### src/rtl/controller_pkg.sv
// controller_pkg: state, opcode and mux-select encodings shared by the multicycle controller
package controller_pkg;
    typedef enum logic [3:0] {
        FETCH = 4'd0, DECODE = 4'd1, MEMADR = 4'd2, MEMREAD = 4'd3,
        MEMWB = 4'd4, MEMWRITE = 4'd5, EXECR = 4'd6, EXECI = 4'd7,
        ALUWB = 4'd8, BEQ = 4'd9, JAL = 4'd10, TRAP = 4'd15
    } state_t;
    localparam logic [6:0] OP_LOAD   = 7'b0000011;
    localparam logic [6:0] OP_STORE  = 7'b0100011;
    localparam logic [6:0] OP_RTYPE  = 7'b0110011;
    localparam logic [6:0] OP_ITYPE  = 7'b0010011;
    localparam logic [6:0] OP_BRANCH = 7'b1100011;
    localparam logic [6:0] OP_JAL    = 7'b1101111;
    typedef enum logic [1:0] {ALU_ADD = 2'b00, ALU_BR = 2'b01, ALU_FN = 2'b10} aluop_t;
    typedef enum logic [1:0] {SA_PC = 2'b00, SA_OLDPC = 2'b01, SA_RS1 = 2'b10} srca_t;
    typedef enum logic [1:0] {SB_RS2 = 2'b00, SB_IMM = 2'b01, SB_FOUR = 2'b10} srcb_t;
    typedef enum logic [1:0] {RS_ALUOUT = 2'b00, RS_MEM = 2'b01, RS_ALU = 2'b10} res_t;
    typedef struct packed {
        logic   fetch;
        logic   pc_update;
        logic   branch;
        logic   adr_src;
        logic   mem_read;
        logic   mem_write;
        logic   reg_write;
        logic   trap;
        srca_t  src_a;
        srcb_t  src_b;
        aluop_t alu_op;
        res_t   result_src;
    } ctrl_t;
    function automatic ctrl_t decode_ctrl(input state_t s);
        ctrl_t c;
        c = '0;
        case (s)
            FETCH:    begin c.fetch = 1'b1; c.mem_read = 1'b1; c.src_b = SB_FOUR; c.result_src = RS_ALU; end
            DECODE:   begin c.src_a = SA_OLDPC; c.src_b = SB_IMM; end
            MEMADR:   begin c.src_a = SA_RS1; c.src_b = SB_IMM; end
            MEMREAD:  begin c.adr_src = 1'b1; c.mem_read = 1'b1; end
            MEMWB:    begin c.result_src = RS_MEM; c.reg_write = 1'b1; end
            MEMWRITE: begin c.adr_src = 1'b1; c.mem_write = 1'b1; end
            EXECR:    begin c.src_a = SA_RS1; c.alu_op = ALU_FN; end
            EXECI:    begin c.src_a = SA_RS1; c.src_b = SB_IMM; c.alu_op = ALU_FN; end
            ALUWB:    c.reg_write = 1'b1;
            BEQ:      begin c.src_a = SA_RS1; c.alu_op = ALU_BR; c.branch = 1'b1; end
            JAL:      begin c.src_a = SA_OLDPC; c.src_b = SB_FOUR; c.pc_update = 1'b1; end
            default:  c.trap = 1'b1;
        endcase
        return c;
    endfunction
endpackage

### src/rtl/mem_wait_timer.sv
// mem_wait_timer: saturating memory-wait counter flagging when the wait limit is reached
// clk, reset: clock and synchronous active-high reset
// clr: zero the count; en: count one wait cycle
// at_limit: count equals 2**W-1
module mem_wait_timer #(
    parameter int W = 4
) (
    input  logic clk,
    input  logic reset,
    input  logic clr,
    input  logic en,
    output logic at_limit
);
    logic [W-1:0] count;
    assign at_limit = &count;
    always_ff @(posedge clk)
        if (reset || clr) count <= '0;
        else if (en && !at_limit) count <= count + 1'b1;
endmodule

### src/rtl/multicycle_controller.sv
// multicycle_controller: RV32I multi-cycle main control FSM with memory wait and sticky trap
// clk, reset: clock and synchronous active-high reset
// Opcode: IR[6:0]; mem_ready: memory completes the current access
// PCUpdate..ResultSrc: datapath strobes and mux selects; trap: sticky error; state_o: current state
module multicycle_controller
    import controller_pkg::*;
#(
    parameter int MEM_HANDSHAKE = 1,
    parameter int TIMEOUT_W     = 4,
    parameter int EN_JUMP       = 1
) (
    input  logic       clk,
    input  logic       reset,
    input  logic [6:0] Opcode,
    input  logic       mem_ready,
    output logic       PCUpdate,
    output logic       Branch,
    output logic       IRWrite,
    output logic       AdrSrc,
    output logic       MemRead,
    output logic       MemWrite,
    output logic       RegWrite,
    output logic [1:0] ALUSrcA,
    output logic [1:0] ALUSrcB,
    output logic [1:0] ALUOp,
    output logic [1:0] ResultSrc,
    output logic       trap,
    output logic [3:0] state_o
);
    state_t state, state_n;
    ctrl_t  ctrl;
    logic   wait_st, done, tmo;
    assign wait_st = state inside {FETCH, MEMREAD, MEMWRITE};
    assign done    = (MEM_HANDSHAKE == 0) || mem_ready;
    if (MEM_HANDSHAKE != 0) begin : g_timer
        logic at_limit;
        // counter is held at zero outside wait states and on completion, so every entry starts from 0
        mem_wait_timer #(.W(TIMEOUT_W)) u_timer (
            .clk(clk), .reset(reset), .clr(!wait_st || mem_ready),
            .en(wait_st && !mem_ready), .at_limit(at_limit)
        );
        assign tmo = at_limit && wait_st && !mem_ready;
    end else begin : g_no_timer
        assign tmo = 1'b0;
    end
    always_comb begin
        state_n = state;
        case (state)
            FETCH:    state_n = done ? DECODE : tmo ? TRAP : FETCH;
            DECODE:
                case (Opcode)
                    OP_LOAD, OP_STORE: state_n = MEMADR;
                    OP_RTYPE:          state_n = EXECR;
                    OP_ITYPE:          state_n = EXECI;
                    OP_BRANCH:         state_n = BEQ;
                    OP_JAL:            state_n = (EN_JUMP != 0) ? JAL : TRAP;
                    default:           state_n = TRAP;
                endcase
            MEMADR:   state_n = (Opcode == OP_LOAD) ? MEMREAD : MEMWRITE;
            MEMREAD:  state_n = done ? MEMWB : tmo ? TRAP : MEMREAD;
            MEMWB:    state_n = FETCH;
            MEMWRITE: state_n = done ? FETCH : tmo ? TRAP : MEMWRITE;
            EXECR:    state_n = ALUWB;
            EXECI:    state_n = ALUWB;
            ALUWB:    state_n = FETCH;
            BEQ:      state_n = FETCH;
            JAL:      state_n = ALUWB;
            default:  state_n = TRAP;
        endcase
    end
    // outputs are registered by decoding the next state, so they are exactly the Moore values of state
    always_ff @(posedge clk)
        if (reset) begin
            state <= FETCH;
            ctrl  <= decode_ctrl(FETCH);
        end else begin
            state <= state_n;
            ctrl  <= decode_ctrl(state_n);
        end
    assign IRWrite   = ctrl.fetch && done;
    assign PCUpdate  = ctrl.pc_update || (ctrl.fetch && done);
    assign Branch    = ctrl.branch;
    assign AdrSrc    = ctrl.adr_src;
    assign MemRead   = ctrl.mem_read;
    assign MemWrite  = ctrl.mem_write;
    assign RegWrite  = ctrl.reg_write;
    assign ALUSrcA   = ctrl.src_a;
    assign ALUSrcB   = ctrl.src_b;
    assign ALUOp     = ctrl.alu_op;
    assign ResultSrc = ctrl.result_src;
    assign trap      = ctrl.trap;
    assign state_o   = state;
endmodule

### config.mk
export PLATFORM = sky130hd
export DESIGN_NAME = multicycle_controller
export DESIGN_NICKNAME = d
export VERILOG_FILES = /design/src/rtl/controller_pkg.sv /design/src/rtl/mem_wait_timer.sv /design/src/rtl/multicycle_controller.sv
export SDC_FILE = /design/constraint.sdc
export NUM_CORES = 1
export LEC_CHECK = 0
export CAP_MARGIN = 20
export CORE_MARGIN = 2
export CORE_UTILIZATION = 49
export DETAILED_ROUTE_END_ITERATION = 16
export PLACE_DENSITY = 0.79
export SYNTH_ARGS = -nofsm -noshare
export SYNTH_HDL_FRONTEND = slang
export SYNTH_SLANG_ARGS = --single-unit
### constraint.sdc
create_clock -name clk -period 2.9 [get_ports clk]
set_input_delay 0.58 -clock clk [delete_from_list [all_inputs] [get_ports clk]]
set_output_delay 0.58 -clock clk [all_outputs]
set_load 0.02 [all_outputs]
; After elaboration in Yosys (flattened, before gate mapping)
; Cells that the tools add are included.
; Widths: inputs -> output; s select.
[totals]
regBits = 24
in_bits = 10
elab_cells = 89
output_inout_bits = 20
[op_classes]
eq_ne = 26
reduce_logical = 27
add_sub_neg = 1
mux = 21
[ops]
columns = cell, count
row1 = $eq 4x3->1 const B, 8
row2 = $pmux 4 s7, 1
row3 = $eq 4x4->1 const B, 6
row4 = $mux 4, 6
row5 = $pmux 4 s5, 1
row6 = $eq 4x2->1 const B, 4
row7 = $pmux 2 s2, 4
row8 = $eq 7x6->1 const B, 2
row9 = $eq 7x7->1 const B, 2
row10 = $reduce_or 2->1, 7
row11 = $reduce_or 11->1, 1
row12 = $reduce_or 3->1, 3
row13 = $eq 4x1->1 const B, 2
row14 = $logic_not 4->1, 2
row15 = $mux 1, 8
row16 = $eq 7x2->1 const B, 1
row17 = $eq 7x5->1 const B, 1
row18 = $logic_and 1x1->1, 5
row19 = $add 4x1->4 const B, 1
row20 = $reduce_and 4->1, 1
row21 = $reduce_or 4->1, 1
row22 = $logic_not 1->1, 3
row23 = $logic_or 1x1->1, 3
row24 = $mux 3, 1
row25 = $reduce_bool 3->1, 1

; Logic depth before layout (Yosys ltp)
[depth]
depth_word = 10
ltp_mapped = 9
depth_no_buf = 8

; Cells and area by module
; A second synthesis with hierarchy kept.
[hier_totals]
hier_cells = 142
hier_area_um2 = 1272.5
[by_module_without_submodules]
columns = module, cells_per_inst, area_each_um2, seq_area_each_um2, n_inst
row1 = multicycle_controller, 120, 1061.0, 360.3, 1
row2 = mem_wait_timer, 22, 211.5, 80.1, 1

; Least setup slack after synthesis
; OpenSTA, ideal clock, no wires.
[synth_timing]
path_type = input-to-reg
startpoint = in Opcode[4]
endpoint = reg ctrl, in the netlist ALUSrcB[0]
path_stages = 7
t_required_ns = 2.821
arrival_ns = 2.093
path_buffers = 0
path_slack_ns = 0.728
cell_sequence = nand3b_4 o41ai_2 o311ai_4 a211oi_4 xnor2_1 nand2_1 a211oi_2
[synth_via]
elab_chain_cells = 7
elab_cells_between_ends = 18
[synth_rtl]
columns = item, line
row1 = "start, declared", multicycle_controller.sv:14  ; input logic [6:0] Opcode,
row2 = $eq 7x2->1 or $eq 7x6->1 (tied branches), "multicycle_controller.sv:51, multicycle_controller.sv:59"
row3 = $reduce_or 2->1, multicycle_controller.sv:51  ; case (Opcode)
row4 = $pmux 4 s5, multicycle_controller.sv:51
row5 = $pmux 4 s7 (*), multicycle_controller.sv:48  ; case (state)
row6 = "$eq 4x3->1, or another cell as far along", controller_pkg.sv:35  ; case (s)
row7 = $reduce_or 3->1 (no source line) or $reduce_or 2->1 (tied branches), n/a
row8 = $pmux 2 s2 (*), controller_pkg.sv:35
row9 = "end signal, assigned", multicycle_controller.sv:75  ; ctrl <= decode_ctrl(FETCH);
row10 = "end signal, assigned", multicycle_controller.sv:78  ; ctrl <= decode_ctrl(state_n);
row11 = "end, declared", multicycle_controller.sv:31  ; ctrl_t ctrl;
; Mark *: on every way between the ends. The rest lies on a longest branch, timed or not.
; A chain may end at the register's enable or synchronous reset.

; Worst setup path after layout
[layout_timing]
startpoint = in mem_ready
endpoint = out PCUpdate
[layout_via]
elab_chain_cells = 2
[layout_rtl]
columns = item, line
row1 = "start, declared", multicycle_controller.sv:15  ; input logic mem_ready,
row2 = $logic_and 1x1->1, multicycle_controller.sv:81  ; assign PCUpdate = ctrl.pc_update || (ctrl.fetch && done);
row3 = $logic_or 1x1->1, multicycle_controller.sv:81
row4 = "end, declared", multicycle_controller.sv:16  ; output logic PCUpdate,
; Every way passes these cells.

==> impl_metrics.toml <==
[place]
port_buffers = 29
hpwl_um = 1950
routabilityCongestion = 0.900
place_inst = 187
place_ws_ps = 159

[critical_path]
crit_required_ps = 2320
worstSetupEndpointType = "output port"
critPathMostFrequentCell = "clkdlybuf4s50_1"
worst-path-buf-inv = 2
critical-path-max-stage-delay_ps = 530
critPathArrivalTime_ps = 2070
critPathTopFamily = "buffers and inverters"
critical_path.cell_chain = "clkdlybuf4s50_1, and2_1, or2_2, clkdlybuf4s50_1"
start_kind = "input pin"
critical_path_class = "input pin to output port"
slowest_stage = "clkdlybuf4s50_1"
cp_max_fo = 5

[global_route]
gr-total-overflow = 0
grt_max_degree = 16
grt_pass1_vias = 954
grt_pass1_wl_um = 4070
grt.total_usage_pct = 19.4
antenna_found_initial = 0

[clocking]
clock_latency_ps = 310
clk_path_buf_depth = 2
cts.hold.buffers_added = 0
cts_sinks = 22
cts_resized = 0
cts_made_buffers = 3
cts_tree = "built"
cts.clk_slew.worst_paths_ps = 120
cts_root_buffer = "clkbuf_4"
htreeDepth = 1
post-cts-setup-buffer-count = 0

[sta]
clock_skew_ps = 1.97
rsz0062_at_grt = "false"
fin_setup_tns_ps = 0
fmax_mhz = 378
period_minus_slack_ps = 2650
setup_ws_ps = 253
slew_viol_final = 0
tightest_slew_ps = 545
setup_viol = 0
hold_viol = 0
slew_headroom_pct = 63.6
fin_crit_sh_pct = 91.3

[detailed_routing]
drtIter0Drc = 12
ant_nets = 0
via_per_inst = 5.42
finalWirelength_um = 2560
drc_errors = 0
first_pass_iters = 4
vias = 1036
post_drt_wl_per_cell_um = 13.4

[finish]
most-common-layout-cells = "clkdlybuf4s50_1 (29), dfxtp_1 (22), nor2_1 (17)"
final_layout_size_suffix_gt1_share_pct = 18.0
diodes = 0
layoutNonFillerInstCount = 191
final_nets = 173
area_delta_synth_final_pct = 23.3
final_common_cell = "clkdlybuf4s50_1"
fillerInstances = 220

[status]
status = "finished, final reports clean"

[pwr]
power.density_nw_per_um2 = 1130
leakage_nw = 0.598
max-vdd-ir-drop_mv = 0.757

[yosys]
synthTopCellsByArea = "dfxtp_1 (35%), buf_4 (5.9%), nor2_1 (5.0%)"
syn_nets = 149
syn_avg_cell_area_um2 = 9.19
synth_seq_area_share_pct = 34.7
synth_flop_cell = "dfxtp_1"
synth_async_sr_flop_share_pct = 0
netlist_instances = 138
synth.cell_area_um2 = 1270
ys_seq_elements = 22
synth.distinct_cells = 50
ys_warn_count = 0
yosysTopAreaCellShare_pct = 34.7
yosysTopAreaCell = "dfxtp_1"
synth_edf_count = 0

[job]
cap_violations = 0

[floorplan]
initial_utilization_pct = 51.7
die_area_um2 = 3010
io_pins = 30
die_w_um = 54.9
core_area_um2 = 2450
die_h_um = 54.9
rows = 18

[worst_hold_path]
hold_path_class = "flip-flop to flip-flop"
report_power, final:
group / switching (mW) / internal, mW / total, mW
clock network: 0.0943 / 0.140 / 0.234
logic: 0.561 / 0.474 / 1.03
registers: 0.110 / 0.393 / 0.503
total: 0.765 / 1.01 / 1.77
cell type report:
| class | instances | area (um2) | area share (%) |
|---|---|---|---|
| repair buffers | 33 | 320 | 20.5 |
| clock inverters | 1 | 30.0 | 1.92 |
| well taps | 30 | 37.5 | 2.40 |
| flip-flops and latches | 22 | 440 | 28.2 |
| inverters | 5 | 18.8 | 1.20 |
| multi-input cells | 97 | 694 | 44.4 |
| clock buffers | 3 | 22.5 | 1.44 |
path summary, 6_finish.rpt:
path | startpoint | endpoint | slack (ps) | depth (start not counted)
max reg2reg | g_timer.u_timer.count[0] | ALUSrcB[0] | 510 | 9
min reg2reg | g_timer.u_timer.count[1] | g_timer.u_timer.count[1] | 560 | 2
max | mem_ready | PCUpdate | 250 | 4
min | g_timer.u_timer.count[1] | g_timer.u_timer.count[1] | 560 | 2
cell usage after synthesis, types with 3 or more instances:
| master | count |
|---|---|
| nand3_1 | 4 |
| a21oi_1 | 4 |
| mux2i_1 | 3 |
| nand2_1 | 12 |
| buf_4 | 10 |
| inv_1 | 3 |
| dfxtp_1 | 22 |
| xnor2_1 | 3 |
| o21ai_0 | 7 |
| and2_1 | 4 |
| nor2b_1 | 3 |
| nand3b_1 | 3 |
| nor2_1 | 17 |
cell families after synthesis:
family                     synth area share [%]
AOI/OAI and AO/OA                          18.1
adders and majority gates                 0.986
and+or+nand+nor                            29.8
DFF                                        34.7
xor gates and xnor gates                   3.45
buffers and inverters                      10.6
muxes                                      2.37
routing by layer:
metal,track usage (%),share of wire (%)
met5,0,0
met1,23.4,45
met3,4.37,3.8
met2,31.5,50
met4,10.8,1.4
metrics by stage:
stage / total power, mW / util (%) / hold WS [ps] / instance area [um2]
after global placement: 1.51 / 61.6 / 506 / 1510
after detailed placement: 1.54 / 61.6 / 530 / 1510
after CTS: 1.78 / 63.7 / 562 / 1560
final: 1.77 / 63.7 / 556 / 1560
after floorplan: 1.29 / - / 479 / 1270
after global routing: 1.89 / 63.7 / 601 / 1560
flip-flops by register name (all words and copies together) (netlist names):
name                   cells
MemRead                    1
MemWrite                   1
ALUSrcB                    2
ResultSrc                  1
ctrl                       2
ALUSrcA                    2
AdrSrc                     1
state_o                    4
trap                       1
RegWrite                   1
Branch                     1
ALUOp                      1
g_timer.u_timer.count      4
worst reg2reg max path, cell delays in order, from the launching register on:
cell and delay, ps:
dfxtp_1 380, ha_1 270, nand3_4 140, or4_4 470
a211oi_2 270, nor4_2 80, buf_4 180, xnor2_1 210
nand2_1 90, a211oi_2 240
No activity file was read; power rests on OpenSTA's default activity.
